**src/rtl/bdc_uart_pkg.sv**
```systemverilog
// -----------------------------------------------------------------------------
// bdc_uart_pkg
// Shared constants and FSM state encoding for the board's 9600-baud UART
// receive and transmit paths (uart_byte_rx now, uart_byte_tx later).
//
// Contents:
//   CLK_HZ, BAUD, OVS, DIV  default timing constants (49.152 MHz, 9600 baud,
//                           16x oversampling, 320 clk per oversample tick)
//   TICK_W                  width of the per-bit oversample tick counter
//   MID_TICK, LAST_TICK     tick_cnt values at the start-bit mid-sample and
//                           at the end of a full bit period
//   uart_state_t            IDLE/START/DATA/STOP/BREAK, 3-bit encoding
// -----------------------------------------------------------------------------
package bdc_uart_pkg;

  localparam int CLK_HZ = 49152000;
  localparam int BAUD   = 9600;
  localparam int OVS    = 16;
  localparam int DIV    = CLK_HZ / (BAUD * OVS);

  localparam int TICK_W = $clog2(OVS);

  // Start bit is confirmed half a bit after the falling edge was seen; every
  // later sample lands one full bit (OVS ticks) after the previous one.
  localparam logic [TICK_W-1:0] MID_TICK  = TICK_W'(OVS / 2 - 1);
  localparam logic [TICK_W-1:0] LAST_TICK = TICK_W'(OVS - 1);

  typedef enum logic [2:0] {
    ST_IDLE  = 3'd0,
    ST_START = 3'd1,
    ST_DATA  = 3'd2,
    ST_STOP  = 3'd3,
    ST_BREAK = 3'd4
  } uart_state_t;

endpackage

```
**src/rtl/uart_baud_tick.sv**
```systemverilog
// -----------------------------------------------------------------------------
// uart_baud_tick
// Free-running divider producing a one-clk oversample tick every DIV clocks.
// The count restarts from zero at reset release, so the first tick arrives
// DIV clocks after reset_n rises.
//
// Ports:
//   clk      in  1  system clock
//   reset_n  in  1  asynchronous active-low reset
//   tick     out 1  high for one clk when the count reaches DIV-1
// -----------------------------------------------------------------------------
module uart_baud_tick #(
  parameter int DIV = bdc_uart_pkg::DIV
) (
  input  logic clk,
  input  logic reset_n,
  output logic tick
);

  localparam int CW = (DIV > 1) ? $clog2(DIV) : 1;
  localparam logic [CW-1:0] CNT_MAX = CW'(DIV - 1);

  logic [CW-1:0] count;

  always_ff @(posedge clk or negedge reset_n) begin
    if (!reset_n) begin
      count <= '0;
    end else if (count == CNT_MAX) begin
      count <= '0;
    end else begin
      count <= count + CW'(1);
    end
  end

  assign tick = (count == CNT_MAX);

endmodule

```
**src/rtl/uart_byte_rx.sv**
```systemverilog
// -----------------------------------------------------------------------------
// uart_byte_rx
// 8N1 UART receiver. The asynchronous rxd line is synchronised, oversampled
// at 16 ticks per bit, the start bit is confirmed at mid-bit, eight data bits
// are shifted in LSB first and the stop bit is checked. Each good byte is
// offered on a valid/ready output register.
//
// Handshake: rx_valid rises when a byte completes and stays high, with
// rx_data stable, until a rising clk edge sees rx_valid && rx_ready; that
// edge clears rx_valid unless a new byte completes on the same edge, in
// which case the new byte loads and rx_valid stays high. rx_ready while
// rx_valid is low is ignored.
//
// Ports:
//   clk        in  1  system clock
//   reset_n    in  1  asynchronous active-low reset
//   rxd        in  1  asynchronous serial line, idle high
//   rx_data    out 8  received byte, held while rx_valid=1
//   rx_valid   out 1  byte available, held until accepted
//   rx_ready   in  1  consumer ready
//   frame_err  out 1  one-clk pulse: stop bit sampled low
//   overrun    out 1  one-clk pulse: byte completed while previous unaccepted
//   busy       out 1  FSM not in IDLE
//   dbg_state  out 3  current FSM state (uart_state_t encoding)
// -----------------------------------------------------------------------------
module uart_byte_rx #(
  parameter int CLK_HZ = bdc_uart_pkg::CLK_HZ,
  parameter int BAUD   = bdc_uart_pkg::BAUD
) (
  input  logic       clk,
  input  logic       reset_n,
  input  logic       rxd,
  output logic [7:0] rx_data,
  output logic       rx_valid,
  input  logic       rx_ready,
  output logic       frame_err,
  output logic       overrun,
  output logic       busy,
  output logic [2:0] dbg_state
);

  import bdc_uart_pkg::*;

  localparam int DIV = CLK_HZ / (BAUD * OVS);

  // ---------------------------------------------------------------------------
  // Input synchroniser; both stages reset to the idle line level so reset
  // release never looks like a start bit.
  // ---------------------------------------------------------------------------
  logic rxd_meta;
  logic rxd_s;

  always_ff @(posedge clk or negedge reset_n) begin
    if (!reset_n) begin
      rxd_meta <= 1'b1;
      rxd_s    <= 1'b1;
    end else begin
      rxd_meta <= rxd;
      rxd_s    <= rxd_meta;
    end
  end

  // ---------------------------------------------------------------------------
  // Oversample tick
  // ---------------------------------------------------------------------------
  logic tick;

  uart_baud_tick #(
    .DIV (DIV)
  ) u_tick (
    .clk     (clk),
    .reset_n (reset_n),
    .tick    (tick)
  );

  // ---------------------------------------------------------------------------
  // Receive FSM
  // ---------------------------------------------------------------------------
  uart_state_t       state, state_n;
  logic [TICK_W-1:0] tick_cnt, tick_cnt_n;
  logic [2:0]        bit_cnt, bit_cnt_n;
  logic [7:0]        shreg, shreg_n;
  logic              load_byte;
  logic              ferr_set;

  always_ff @(posedge clk or negedge reset_n) begin
    if (!reset_n) begin
      state    <= ST_IDLE;
      tick_cnt <= '0;
      bit_cnt  <= '0;
      shreg    <= '0;
    end else begin
      state    <= state_n;
      tick_cnt <= tick_cnt_n;
      bit_cnt  <= bit_cnt_n;
      shreg    <= shreg_n;
    end
  end

  always_comb begin
    state_n    = state;
    tick_cnt_n = tick_cnt;
    bit_cnt_n  = bit_cnt;
    shreg_n    = shreg;
    load_byte  = 1'b0;
    ferr_set   = 1'b0;

    if (tick) begin
      unique case (state)
        ST_IDLE: begin
          if (!rxd_s) begin
            state_n    = ST_START;
            tick_cnt_n = '0;
          end
        end

        ST_START: begin
          if (tick_cnt == MID_TICK) begin
            if (!rxd_s) begin
              state_n    = ST_DATA;
              tick_cnt_n = '0;
              bit_cnt_n  = '0;
            end else begin
              // Line went back high before mid-bit: treat as a glitch.
              state_n = ST_IDLE;
            end
          end else begin
            tick_cnt_n = tick_cnt + TICK_W'(1);
          end
        end

        ST_DATA: begin
          if (tick_cnt == LAST_TICK) begin
            tick_cnt_n = '0;
            shreg_n    = {rxd_s, shreg[7:1]};
            if (bit_cnt == 3'd7) begin
              state_n = ST_STOP;
            end else begin
              bit_cnt_n = bit_cnt + 3'd1;
            end
          end else begin
            tick_cnt_n = tick_cnt + TICK_W'(1);
          end
        end

        ST_STOP: begin
          if (tick_cnt == LAST_TICK) begin
            tick_cnt_n = '0;
            if (rxd_s) begin
              load_byte = 1'b1;
              state_n   = ST_IDLE;
            end else begin
              ferr_set = 1'b1;
              state_n  = ST_BREAK;
            end
          end else begin
            tick_cnt_n = tick_cnt + TICK_W'(1);
          end
        end

        ST_BREAK: begin
          // Hold off until the line returns high so a held-low line does not
          // produce a stream of 0x00 frames.
          if (rxd_s) begin
            state_n = ST_IDLE;
          end
        end

        default: begin
          state_n = ST_IDLE;
        end
      endcase
    end
  end

  // ---------------------------------------------------------------------------
  // Output register and handshake
  // ---------------------------------------------------------------------------
  always_ff @(posedge clk or negedge reset_n) begin
    if (!reset_n) begin
      rx_data   <= 8'h00;
      rx_valid  <= 1'b0;
      frame_err <= 1'b0;
      overrun   <= 1'b0;
    end else begin
      frame_err <= ferr_set;
      // A byte landing on the accept edge replaces the accepted one cleanly.
      overrun   <= load_byte && rx_valid && !rx_ready;
      if (load_byte) begin
        rx_data  <= shreg;
        rx_valid <= 1'b1;
      end else if (rx_valid && rx_ready) begin
        rx_valid <= 1'b0;
      end
    end
  end

  assign busy      = (state != ST_IDLE);
  assign dbg_state = state;

endmodule
```
**config.mk**
```make
export PLATFORM = sky130hd
export DESIGN_NAME = uart_byte_rx
export DESIGN_NICKNAME = d
export VERILOG_FILES = /design/src/rtl/bdc_uart_pkg.sv /design/src/rtl/uart_baud_tick.sv /design/src/rtl/uart_byte_rx.sv
export SDC_FILE = /design/constraint.sdc
export NUM_CORES = 1
export LEC_CHECK = 0
export ABC_CLOCK_PERIOD_IN_PS = 3040
export CAP_MARGIN = 20
export CORE_AREA = 4 4 75 94
export CTS_BUF_LIST = sky130_fd_sc_hd__clkbuf_8
export CTS_CLUSTER_DIAMETER = 150
export CTS_CLUSTER_SIZE = 25
export DETAILED_ROUTE_END_ITERATION = 10
export DIE_AREA = 0 0 79 98
export DONT_BUFFER_PORTS = 1
export MAX_ROUTING_LAYER = met4
export PLACE_DENSITY = 0.48
export SETUP_SLACK_MARGIN = 0.02
export SLEW_MARGIN = 10
export SYNTH_ARGS = -nofsm -noshare
export SYNTH_HDL_FRONTEND = slang
export SYNTH_SLANG_ARGS = --single-unit
```
**constraint.sdc**
```tcl
create_clock -name clk -period 3.04 [get_ports clk]
set_clock_uncertainty 0.15 [all_clocks]
set_input_delay 0.608 -clock clk [delete_from_list [all_inputs] [get_ports clk]]
set_output_delay 0.608 -clock clk [all_outputs]
set_load 0.03 [all_outputs]
```
==> qor.log, run 1 <==
qor: setup_path.worstRegToRegCells 5
qor: min_path.min-delay-start rxd
qor: clock_tree.clk_root_buffer_cell sky130_fd_sc_hd__clkbuf_8
qor: route.detail_route.first_pass.iterations 4
qor: clock_tree.hold_fix_buffer_count_after_cts 1
qor: synthesis.synth.avg_cell_area 12.4 sq um
qor: setup_path.setup_slack_reg_to_reg 0.66 ns
qor: synthesis.mappedNetlistArea 1860 sq um
qor: clock_tree.cts_resized 0
qor: power.power.total 0.000991 W
qor: placed_design.finalWeightedCongestion 0.831
qor: floorplan.initial_core_util 30.1%
qor: floorplan.core_area 6170 sq um
qor: route.drt_drc_violations_left 0
qor: setup_path.top_family_by_delay_on_critical_path simple AND/OR/NAND/NOR gates
qor: min_path.hold-path-endpoint rxd_meta
qor: route.drt_iter0_drc 48
qor: synthesis.yosys_register_bits 40
qor: run_status.outcome completed
qor: power.vdd.ir_drop.worst 0.199 mV
qor: synthesis.ys_seq_area_share 54.1%
qor: floorplan.floorplan_die_area 7740 sq um
qor: min_path.hold_depth 0
qor: clock_tree.cts_max_path_buffers 2
qor: power.p_leak 0.932 nW
qor: min_path.hold_path.class input port to register
qor: synthesis.synth_top_family_by_area simple AND/OR/NAND/NOR gates
qor: grt.antenna_found_initial 0
qor: grt.grt_use_total 10.1%
qor: synthesis.synthesis.nets 158
qor: finish.antenna_diode_count 0
qor: flow_run.drv_cap 0
qor: clock_tree.cts_setup_buffers 0
qor: setup_path.path_class register to register
qor: setup_path.worst_r2r_startpoint u_tick.count[0]
qor: sta.final_hold_viol_count 0
qor: sta.setup_violation_total_in_the_final_timing_report 0
qor: synthesis.synth_top_cell_area_share 51.2%
qor: setup_path.worstSetupEndpointType register
qor: setup_path.number_of_buffers_and_inverters_on_the_critical_path 0
qor: route.vias 1146
qor: setup_path.worstPathRequired 3.07 ns
qor: sta.finalCritPeriodShare 78.3%
qor: grt.maximum_number_of_pins_on_one_net_before_global_route_repair 41
qor: clock_tree.clkLatencyLatePin 0.29 ns
qor: synthesis.synth.area.mux_share 13.9%
qor: sta.max_slew_headroom_at_the_worst_pin 54.6%
qor: synthesis.synthAdderAreaFrac 2.70%
qor: synthesis.synthesis.instances 150
qor: setup_path.rr_endpoint shreg[0]
qor: synthesis.yosysTopAreaCell sky130_fd_sc_hd__dfrtp_1
qor: finish.drive_above_1_share 24.5%
qor: synthesis.synth-async-reset-ratio 100%
qor: finish.multi_input_area 808 sq um
qor: setup_path.critical_path_cell_sequence ha_1, and4bb_2, nand3_4, nor4_4, mux2_2
qor: clock_tree.tritoncts built
qor: placed_design.port_buffers 0
qor: sta.finalMaxSlewViolations 0
qor: grt.via_count_of_the_first_global_routing_pass 1208
qor: finish.areaGrowthSynthToFinish 12.4%
qor: setup_path.worst_ep_arrival_time 2.41 ns
qor: clock_tree.cts-htree-levels 2
qor: sta.finalCriticalPeriod 2.38 ns
qor: route.vias_per_cell 4.78
qor: grt.grt_first_pass_wirelength 5990 microns
qor: synthesis.synth_compound_area_share 7.96%
qor: synthesis.synthFlopType sky130_fd_sc_hd__dfrtp_1
qor: setup_path.critPathMaxFanout 10
qor: power.powerDensity 475 nW/um^2
qor: setup_path.critical-path-slowest-cell sky130_fd_sc_hd__nor4_4
qor: clock_tree.cts.sinks 40
qor: finish.final_cell_mix sky130_fd_sc_hd__dfrtp_1 (38), sky130_fd_sc_hd__mux2_2 (21), sky130_fd_sc_hd__nor2_1 (8), sky130_fd_sc_hd__nand3_1 (7), sky130_fd_sc_hd__o21ai_0 (6)
qor: sta.rsz_0062_raised_after_global_routing false
qor: placed_design.place.detailed.hpwl 2260 microns
qor: synthesis.synth.area.top_cells sky130_fd_sc_hd__dfrtp_1 (51%), sky130_fd_sc_hd__mux2_2 (13%), sky130_fd_sc_hd__dfstp_2 (2.8%)
qor: finish.finalInstanceArea 2090 sq um
qor: placed_design.place_area 1940 sq um
qor: floorplan.fp-row-count 32
qor: finish.layout_commonest_cell sky130_fd_sc_hd__dfrtp_1
qor: finish.num-fill-cells 635
qor: floorplan.design.portCount 19
qor: synthesis.synth-edff-count 0
qor: synthesis.yosys.cell_types.count 44
qor: route.route.final.wire_length 3380 microns
qor: sta.max_clock_freq 0.420 GHz
qor: synthesis.yosys.area_share.xor_xnor 3.30%
qor: floorplan.chipHeight 98 microns
qor: sta.tightestPinTransition 0.682 ns
qor: setup_path.cp_slowest_stage_delay 0.57 ns
qor: grt.grt_overflow 0
qor: clock_tree.clkTransAtPathRegs 0.08 ns
qor: finish.nNetsFinal 162
qor: setup_path.critical_path.startpoint_type register
qor: floorplan.die_width 79 microns
qor: finish.area.sequential 1000 sq um
qor: route.drtAntennaViolNets 0
qor: route.route.detailed.wl_per_inst 14.1 microns
qor: synthesis.post_synth_and_or_nand_nor_area_fraction 15.7%
qor: sta.totalNegativeSetupSlack 0 ns
qor: synthesis.yosys_warnings 0
qor: clock_tree.cts_inserted_buffers 5
## worst max path at each step
stage                          from          to  slack [ns]  cells past startpoint
floorplan           u_tick.count[0]    shreg[0]        0.89                      5
global placement       dbg_state[1]  rx_data[4]        0.70                      4
detailed placement  u_tick.count[0]    shreg[3]        0.63                      5
CTS                 u_tick.count[1]    shreg[0]        0.65                      5
global route           dbg_state[1]  rx_data[0]        0.53                      4
finish              u_tick.count[0]    shreg[0]        0.66                      5
## kinds of logic (layout without fill, tap and decap cells)
kind of cell,count (synthesis),count (layout)
AO/OA/AOI/OAI,21,21
XOR/XNOR,7,7
adder cells (fa/ha/maj),4,4
buffers and inverters,10,15
flip-flops,40,40
multiplexers,23,23
AND/OR/NAND/NOR,45,45
## Yosys cell counts (all sizes together), types with 4 or more instances
library cell / instances
ha: 4
xnor2: 4
buf: 4
dfrtp: 38
nand3: 8
nor2: 8
and3: 4
nand2b: 5
mux2: 22
inv: 4
o21ai: 6
## flip-flops by register name (all words and copies together), names as in the netlist, 3 cells and up
name,flops
shreg,8
tick_cnt,4
bit_cnt,3
dbg_state,3
u_tick.count,9
rx_data,8
## layer usage
metal / share of wire (%) / vias up / GRT usage, %
met4: 2.0 / 0 / 4.37
li1: - / 552 / -
met3: 3.1 / 4 / 2.49
met2: 51 / 19 / 15.8
met1: 44 / 571 / 12.3
met5: 0 / - / -
## per-stage QoR
step	hold WS [ns]	cells	setup WS [ns]	utilization, %
after floorplan	0.162	150	0.891	-
after global placement	0.165	230	0.702	31.5
after detailed placement	0.165	230	0.631	31.5
after CTS	0.00202	239	0.648	33.7
after global routing	0.139	240	0.530	33.8
final	0.159	240	0.661	33.8
## report_power, final
part           switching, W  internal [W]  total [W]  leakage (nW)
Combinational     0.0000114    0.00000496  0.0000164         0.340
Sequential       0.00000161      0.000534   0.000536         0.538
Clock              0.000192      0.000247   0.000439        0.0548
## area by class of cell
type                    instances  area share [%]
repair buffers                  3            1.80
flip-flops and latches         40            48.1
clock inverters                 3            2.22
well taps                      85            5.10
clock buffers                   5            3.30
inverters                       4           0.720
multi-input cells             100            38.8
Note: power is estimated with default switching activity, not from simulation.
==> inputs of run 2 (changes only) <==
Settings changed: ABC_CLOCK_PERIOD_IN_PS 3040 to 2100, PLACE_DENSITY 0.48 to 0.49.
Clock period 3.04 ns to 2.1 ns, I/O delays scaled along.
==> qor.log, run 2 (synthesis gave the netlist of run 1 again) <==
qor: clock_tree.clkLatencyLatePin 0.30 ns [was 0.29 ns]
qor: min_path.hold-path-endpoint overrun [was rxd_meta]
qor: power.power.total 0.00145 W [was 0.000991 W]
qor: sta.final_hold_viol_count 0 [unchanged]
qor: setup_path.worstPathRequired 1.53 ns [was 3.07 ns]
qor: floorplan.design.portCount 19 [unchanged]
qor: power.internal-power 0.00114 W [was 0.000786 W]
qor: min_path.hold_path.class input port to register [unchanged]
qor: floorplan.die_width 79 microns [unchanged]
qor: floorplan.floorplan_die_area 7740 sq um [unchanged]
qor: finish.reg.largest.list u_tick.count (9), rx_data (8), shreg (8) [unchanged]
qor: sta.whs 0.147 ns [was 0.159 ns]
qor: route.drt_iter0_drc 22 [was 48]
qor: clock_tree.cts_max_path_buffers 2 [unchanged]
qor: power.powerDensity 648 nW/um^2 [was 475 nW/um^2]
qor: power.p_leak 1.01 nW [was 0.932 nW]
qor: floorplan.fp-row-count 32 [unchanged]
qor: clock_tree.tritoncts built [unchanged]
qor: placed_design.place.detailed.hpwl 2430 microns [was 2260 microns]
qor: sta.max_slew_headroom_at_the_worst_pin 77.7% [was 54.6%]
qor: finish.drive_above_1_share 34.7% [was 24.5%]
qor: setup_path.cp_slowest_stage_delay 0.51 ns [was 0.57 ns]
qor: clock_tree.cts.sinks 40 [unchanged]
qor: power.seq_power_share 53.5% [was 54.0%]
qor: grt.grt_first_pass_wirelength 6200 microns [was 5990 microns]
qor: setup_path.worstSetupEndpointType output pin [was register]
qor: route.route.detailed.wl_per_inst 13.8 microns [was 14.1 microns]
qor: placed_design.port_buffers 0 [unchanged]
qor: finish.final_cell_mix sky130_fd_sc_hd__dfrtp_1 (37), sky130_fd_sc_hd__mux2_2 (21), sky130_fd_sc_hd__buf_4 (14), sky130_fd_sc_hd__nor2_1 (7) [was sky130_fd_sc_hd__dfrtp_1 (38), sky130_fd_sc_hd__mux2_2 (21), sky130_fd_sc_hd__nor2_1 (8), sky130_fd_sc_hd__nand3_1 (7), sky130_fd_sc_hd__o21ai_0 (6)]
qor: setup_path.critical_path_cell_sequence buf_4, or3_4 [was ha_1, and4bb_2, nand3_4, nor4_4, mux2_2]
qor: run_status.outcome completed [unchanged]
qor: setup_path.worst_r2r_startpoint u_tick.count[0] [unchanged]
qor: power.sw_frac_of_total 21.4% [was 20.7%]
qor: clock_tree.cts-htree-levels 2 [unchanged]
qor: min_path.hold_depth 2 [was 0]
qor: setup_path.critPathMaxFanout 10 [unchanged]
qor: finish.areaGrowthSynthToFinish 20.6% [was 12.4%]
qor: grt.maximum_number_of_pins_on_one_net_before_global_route_repair 41 [unchanged]
qor: grt.grt_use_total 10.6% [was 10.1%]
qor: sta.finalMaxSlewViolations 0 [unchanged]
qor: route.drt_drc_violations_left 0 [unchanged]
qor: finish.antenna_diode_count 0 [unchanged]
qor: grt.grt_overflow 0 [unchanged]
qor: route.detail_route.first_pass.iterations 4 [unchanged]
qor: route.vias 1223 [was 1146]
qor: floorplan.chipHeight 98 microns [unchanged]
qor: placed_design.place_area 2040 sq um [was 1940 sq um]
qor: clock_tree.cts_inserted_buffers 5 [unchanged]
qor: setup_path.setup_slack_reg_to_reg 0.09 ns [was 0.66 ns]
qor: finish.layout_commonest_cell sky130_fd_sc_hd__dfrtp_1 [unchanged]
qor: grt.via_count_of_the_first_global_routing_pass 1234 [was 1208]
qor: sta.finalCritPeriodShare 95.6%
qor: setup_path.rr_endpoint shreg[3] [was shreg[0]]
qor: power.vdd.ir_drop.worst 0.403 mV [was 0.199 mV]
qor: power.power.clock.fraction 44.7% [was 44.3%]
qor: finish.nNetsFinal 177 [was 162]
qor: finish.finalInstanceArea 2240 sq um [was 2090 sq um]
qor: setup_path.path_class register to output pin [was register to register]
qor: sta.max_clock_freq 0.498 GHz
qor: floorplan.initial_core_util 30.1% [unchanged]
qor: grt.antenna_found_initial 0 [unchanged]
qor: flow_run.drv_cap 0 [unchanged]
qor: sta.rsz_0062_raised_after_global_routing true [was false]
qor: power.pwr-share-comb 1.8% [was 1.7%]
qor: power.power.switching 0.000311 W [was 0.000205 W]
qor: floorplan.core_area 6170 sq um [unchanged]
qor: setup_path.critical-path-slowest-cell sky130_fd_sc_hd__dfrtp_1 [was sky130_fd_sc_hd__nor4_4]
qor: setup_path.worst_ep_arrival_time 1.44 ns [was 2.41 ns]
qor: route.drtAntennaViolNets 0 [unchanged]
qor: route.vias_per_cell 4.80 [was 4.78]
qor: finish.largest_register_ffs 9 [unchanged]
qor: setup_path.worstRegToRegCells 6 [was 5]
qor: min_path.min-delay-start rx_ready [was rxd]
qor: sta.setup_violation_total_in_the_final_timing_report 0 [unchanged]
qor: clock_tree.clk_root_buffer_cell sky130_fd_sc_hd__clkbuf_8 [unchanged]
qor: sta.tightestPinTransition 0.335 ns [was 0.682 ns]
qor: placed_design.finalWeightedCongestion 0.811 [was 0.831]
qor: finish.final_core_utilization 36.3% [was 33.8%]
qor: clock_tree.clkTransAtPathRegs 0.09 ns [was 0.08 ns]
qor: route.route.final.wire_length 3510 microns [was 3380 microns]
qor: setup_path.critical_path.startpoint_type register [unchanged]
qor: sta.finalCriticalPeriod 2.01 ns
qor: finish.registers.top_by_ff_count u_tick.count [unchanged]
==> run 2: power groups by stage <==
stage                     sequential, W  clock (W)  combinational, W
after floorplan                0.000790          0        0.00000290
after global placement         0.000791          0        0.00000345
after detailed placement       0.000791          0        0.00000337
after CTS                      0.000776   0.000667         0.0000274
after global routing           0.000777   0.000706         0.0000304
final                          0.000776   0.000648         0.0000256
==> run 2: what timing repair did <==
item                                    4_1_cts  5_1_grt
hold buffers                                  3        0
gates resized for setup                       2        6
gates cloned                                  0        0
endpoints found under the setup margin        9       22
pin swaps                                     0        0
setup buffers                                 0        1
hold endpoints to repair                     41        0
==> run 2: through the flow <==
step / TNS (ns) / cells / setup slack [ns]
floorplan: -0.339 / 150 / -0.0449
global placement: 0 / 243 / 0.0436
detailed placement: 0 / 243 / 0.0203
CTS: 0 / 254 / 0.0425
global route: 0 / 255 / 0.0187
finish: 0 / 255 / 0.0922
==> run 2: layout make-up <==
cell class	instances	area [sq um]
Timing Repair Buffer	18	156
Clock buffer	5	68.8
Clock inverter	3	47.5
Tap cell	85	106
Inverter	4	15.0
Multi-Input combinational cell	100	840
Sequential cell	40	1000
Fill cell	630	3930
==> run 2: worst max path at each step <==
stage / from / to / slack [ns] / cells past startpoint
global placement: u_tick.count[0] / shreg[4] / 0.04 / 6
finish: dbg_state[0] / busy / 0.09 / 2
CTS: u_tick.count[0] / shreg[3] / 0.04 / 6
global route: u_tick.count[0] / shreg[7] / 0.02 / 6
floorplan: u_tick.count[0] / shreg[0] / -0.04 / 5
detailed placement: tick_cnt[0] / rx_data[4] / 0.02 / 5
==> run 2: worst max-delay path: cells and delay by family (launching register included) <==
family	cells	cell delay, ns
buf+inv	1	0.24
simple gates	1	0.39
flops	1	0.51
==> run 2: routing by layer <==
| layer | GRT usage (%) | routed length (microns) |
|---|---|---|
| met3 | 3.51 | 155 |
| met1 | 12.3 | 1520 |
| met4 | 4.76 | 76 |
| met2 | 16.5 | 1760 |
| met5 | - | 0 |
==> inputs of run 3 (changes only) <==
Settings changed: CORE_AREA 4 4 75 94 to 4 4 78 99, DIE_AREA 0 0 79 98 to 0 0 82 103, PLACE_DENSITY 0.49 to 0.46.
==> qor.log, run 3 (synthesis gave the netlist of run 1 again) <==
qor: run_status.outcome completed [unchanged]
qor: floorplan.floorplan_die_area 8450 sq um [was 7740 sq um]
qor: grt.grt_overflow 0 [unchanged]
qor: flow_run.drv_cap 0 [unchanged]
qor: route.vias 1264 [was 1223]
qor: min_path.hold_path.class register to register [was input port to register]
qor: power.power.clock.fraction 44.2% [was 44.7%]
qor: sta.max_slew_headroom_at_the_worst_pin 74.2% [was 77.7%]
qor: floorplan.design.portCount 19 [unchanged]
qor: setup_path.setup_slack_reg_to_reg 0.13 ns [was 0.09 ns]
qor: finish.drive_above_1_share 33.1% [was 34.7%]
qor: setup_path.worst_r2r_startpoint u_tick.count[0] [unchanged]
qor: power.vdd.ir_drop.worst 0.352 mV [was 0.403 mV]
qor: clock_tree.cts_max_path_buffers 2 [unchanged]
qor: grt.grt-busiest-layer met2 [unchanged]
qor: setup_path.worstSetupEndpointType output pin [unchanged]
qor: finish.layout_commonest_cell sky130_fd_sc_hd__dfrtp_1 [unchanged]
qor: sta.finalCritPeriodShare 95.6% [about the same]
qor: route.route.detailed.wl_per_inst 13.7 microns [was 13.8 microns]
qor: grt.grt_use_total 9.83% [was 10.6%]
qor: placed_design.finalWeightedCongestion 0.755 [was 0.811]
qor: route.drt_iter0_drc 64 [was 22]
qor: setup_path.worstPathRequired 1.53 ns [about the same]
qor: sta.max_clock_freq 0.498 GHz [about the same]
qor: sta.final_critical_path_setup_slack 0.0920 ns [was 0.0922 ns]
qor: setup_path.path_class register to output pin [unchanged]
qor: route.drtAntennaViolNets 0 [unchanged]
qor: clock_tree.cts_inserted_buffers 5 [unchanged]
qor: min_path.min-delay-start rxd_meta [was rx_ready]
qor: grt.via_count_of_the_first_global_routing_pass 1300 [was 1234]
qor: grt.met1_usage 11.1% [was 12.3%]
qor: floorplan.die_width 82 microns [was 79 microns]
qor: grt.antenna_found_initial 0 [unchanged]
qor: clock_tree.tritoncts built [unchanged]
qor: finish.largest_register_ffs 9 [unchanged]
qor: setup_path.critical_path.startpoint_type register [unchanged]
qor: power.pwr-share-comb 1.7% [was 1.8%]
qor: route.vias_per_cell 4.82 [was 4.80]
qor: grt.grt_first_pass_wirelength 6130 microns [was 6200 microns]
qor: finish.num-fill-cells 701 [was 630]
qor: floorplan.chipHeight 103 microns [was 98 microns]
qor: finish.antenna_diode_count 0 [unchanged]
qor: sta.finalCriticalPeriod 2.01 ns [about the same]
qor: route.detail_route.first_pass.iterations 4 [unchanged]
qor: sta.final_hold_viol_count 0 [unchanged]
qor: power.internal-power 0.00114 W [about the same]
qor: floorplan.fp-row-count 34 [was 32]
qor: finish.final_cell_mix sky130_fd_sc_hd__dfrtp_1 (37), sky130_fd_sc_hd__mux2_2 (21), sky130_fd_sc_hd__buf_4 (16), sky130_fd_sc_hd__nor2_1 (8), sky130_fd_sc_hd__nand3_1 (7) [was sky130_fd_sc_hd__dfrtp_1 (37), sky130_fd_sc_hd__mux2_2 (21), sky130_fd_sc_hd__buf_4 (14), sky130_fd_sc_hd__nor2_1 (7)]
qor: placed_design.port_buffers 0 [unchanged]
qor: finish.final_core_utilization 33.0% [was 36.3%]
qor: finish.areaGrowthSynthToFinish 21.0% [was 20.6%]
qor: floorplan.initial_core_util 27.3% [was 30.1%]
qor: setup_path.worstRegToRegCells 6 [unchanged]
qor: clock_tree.cts-htree-levels 2 [unchanged]
qor: grt.groute.layer.met2.usage 15.8% [was 16.5%]
qor: clock_tree.clk_root_buffer_cell sky130_fd_sc_hd__clkbuf_8 [unchanged]
qor: setup_path.critPathMaxFanout 8 [was 10]
qor: min_path.hold_depth 0 [was 2]
qor: placed_design.place.detailed.hpwl 2620 microns [was 2430 microns]
qor: setup_path.worst_ep_arrival_time 1.44 ns [about the same]
qor: setup_path.rr_endpoint bit_cnt[2] [was shreg[3]]
qor: clock_tree.clkTransAtPathRegs 0.09 ns [about the same]
qor: power.p_leak 1.02 nW [was 1.01 nW]
qor: power.sw_frac_of_total 20.6% [was 21.4%]
qor: power.power.switching 0.000296 W [was 0.000311 W]
qor: route.route.final.wire_length 3590 microns [was 3510 microns]
qor: min_path.hold-path-endpoint rxd_s [was overrun]
qor: placed_design.placement.setup.worst_slack 0.0570 ns [was 0.0203 ns]
qor: finish.nNetsFinal 179 [was 177]
qor: power.powerDensity 639 nW/um^2 [was 648 nW/um^2]
qor: clock_tree.cts.sinks 40 [unchanged]
qor: sta.setup_violation_total_in_the_final_timing_report 0 [unchanged]
qor: power.seq_power_share 54.1% [was 53.5%]
qor: grt.met3_track_utilization_from_global_routing 3.58% [was 3.51%]
qor: grt.maximum_number_of_pins_on_one_net_before_global_route_repair 41 [unchanged]
qor: route.drt_drc_violations_left 0 [unchanged]
qor: floorplan.core_area 6810 sq um [was 6170 sq um]
qor: sta.tightestPinTransition 0.385 ns [was 0.335 ns]
qor: finish.registers.top_by_ff_count u_tick.count [unchanged]
qor: sta.whs 0.207 ns [was 0.147 ns]
qor: clock_tree.clkLatencyLatePin 0.29 ns [was 0.30 ns]
qor: sta.finalMaxSlewViolations 0 [unchanged]
qor: finish.reg.largest.list u_tick.count (9), rx_data (8), shreg (8) [unchanged]
qor: sta.rsz_0062_raised_after_global_routing false [was true]
## run 3: repair_timing
| item | CTS | global route |
|---|---|---|
| endpoints found under the hold margin | 41 | 0 |
| gates resized for setup | 1 | 3 |
| hold buffers | 3 | 0 |
| pin swaps | 0 | 1 |
| buffers inserted | 0 | 0 |
| endpoints found under the setup margin | 1 | 17 |
## run 3: power groups by stage
stage	clock network, W	logic, W	registers, W
2_1_floorplan	0	0.00000290	0.000790
3_3_place_gp	0	0.00000339	0.000791
3_5_place_dp	0	0.00000341	0.000791
4_1_cts	0.000664	0.0000267	0.000776
5_1_grt	0.000691	0.0000296	0.000776
6_report	0.000635	0.0000249	0.000776
## run 3: worst max-delay path by stage
stage	end	from	cells past startpoint
CTS	shreg[6]	u_tick.count[0]	6
finish	busy	dbg_state[1]	2
floorplan	shreg[0]	u_tick.count[0]	5
global placement	shreg[6]	u_tick.count[0]	6
global route	tick_cnt[2]	u_tick.count[0]	6
detailed placement	shreg[6]	u_tick.count[0]	6
## run 3: cell type report
class	instances	area [sq um]	area share [%]
Clock buffer	5	68.8	3.07
Clock inverter	3	47.5	2.12
Inverter	4	15.0	0.669
Multi-Input combinational cell	100	825	36.7
Sequential cell	40	1000	44.8
Tap cell	90	113	5.02
Timing Repair Buffer	20	171	7.64
## run 3: through the flow
stage | instances | TNS (ns) | total power, W | area, sq um
final | 262 | 0 | 0.00144 | 2240
after global routing | 262 | 0 | 0.00150 | 2240
after global placement | 251 | 0 | 0.000794 | 2070
after floorplan | 150 | -0.339 | 0.000793 | 1860
after detailed placement | 251 | 0 | 0.000794 | 2070
after CTS | 262 | 0 | 0.00147 | 2230
## run 3: critical path, cell delays in order (launching register included)
cell,delay [ns]
sky130_fd_sc_hd__dfrtp_1,0.49
sky130_fd_sc_hd__buf_4,0.22
sky130_fd_sc_hd__or3_4,0.43
## run 3: metal layers
| layer | up-vias | part of all wire, % |
|---|---|---|
| met4 | 0 | 0.67 |
| met3 | 4 | 6.9 |
| met1 | 640 | 41 |
| met5 | - | 0 |
| met2 | 35 | 52 |
| li1 | 585 | - |
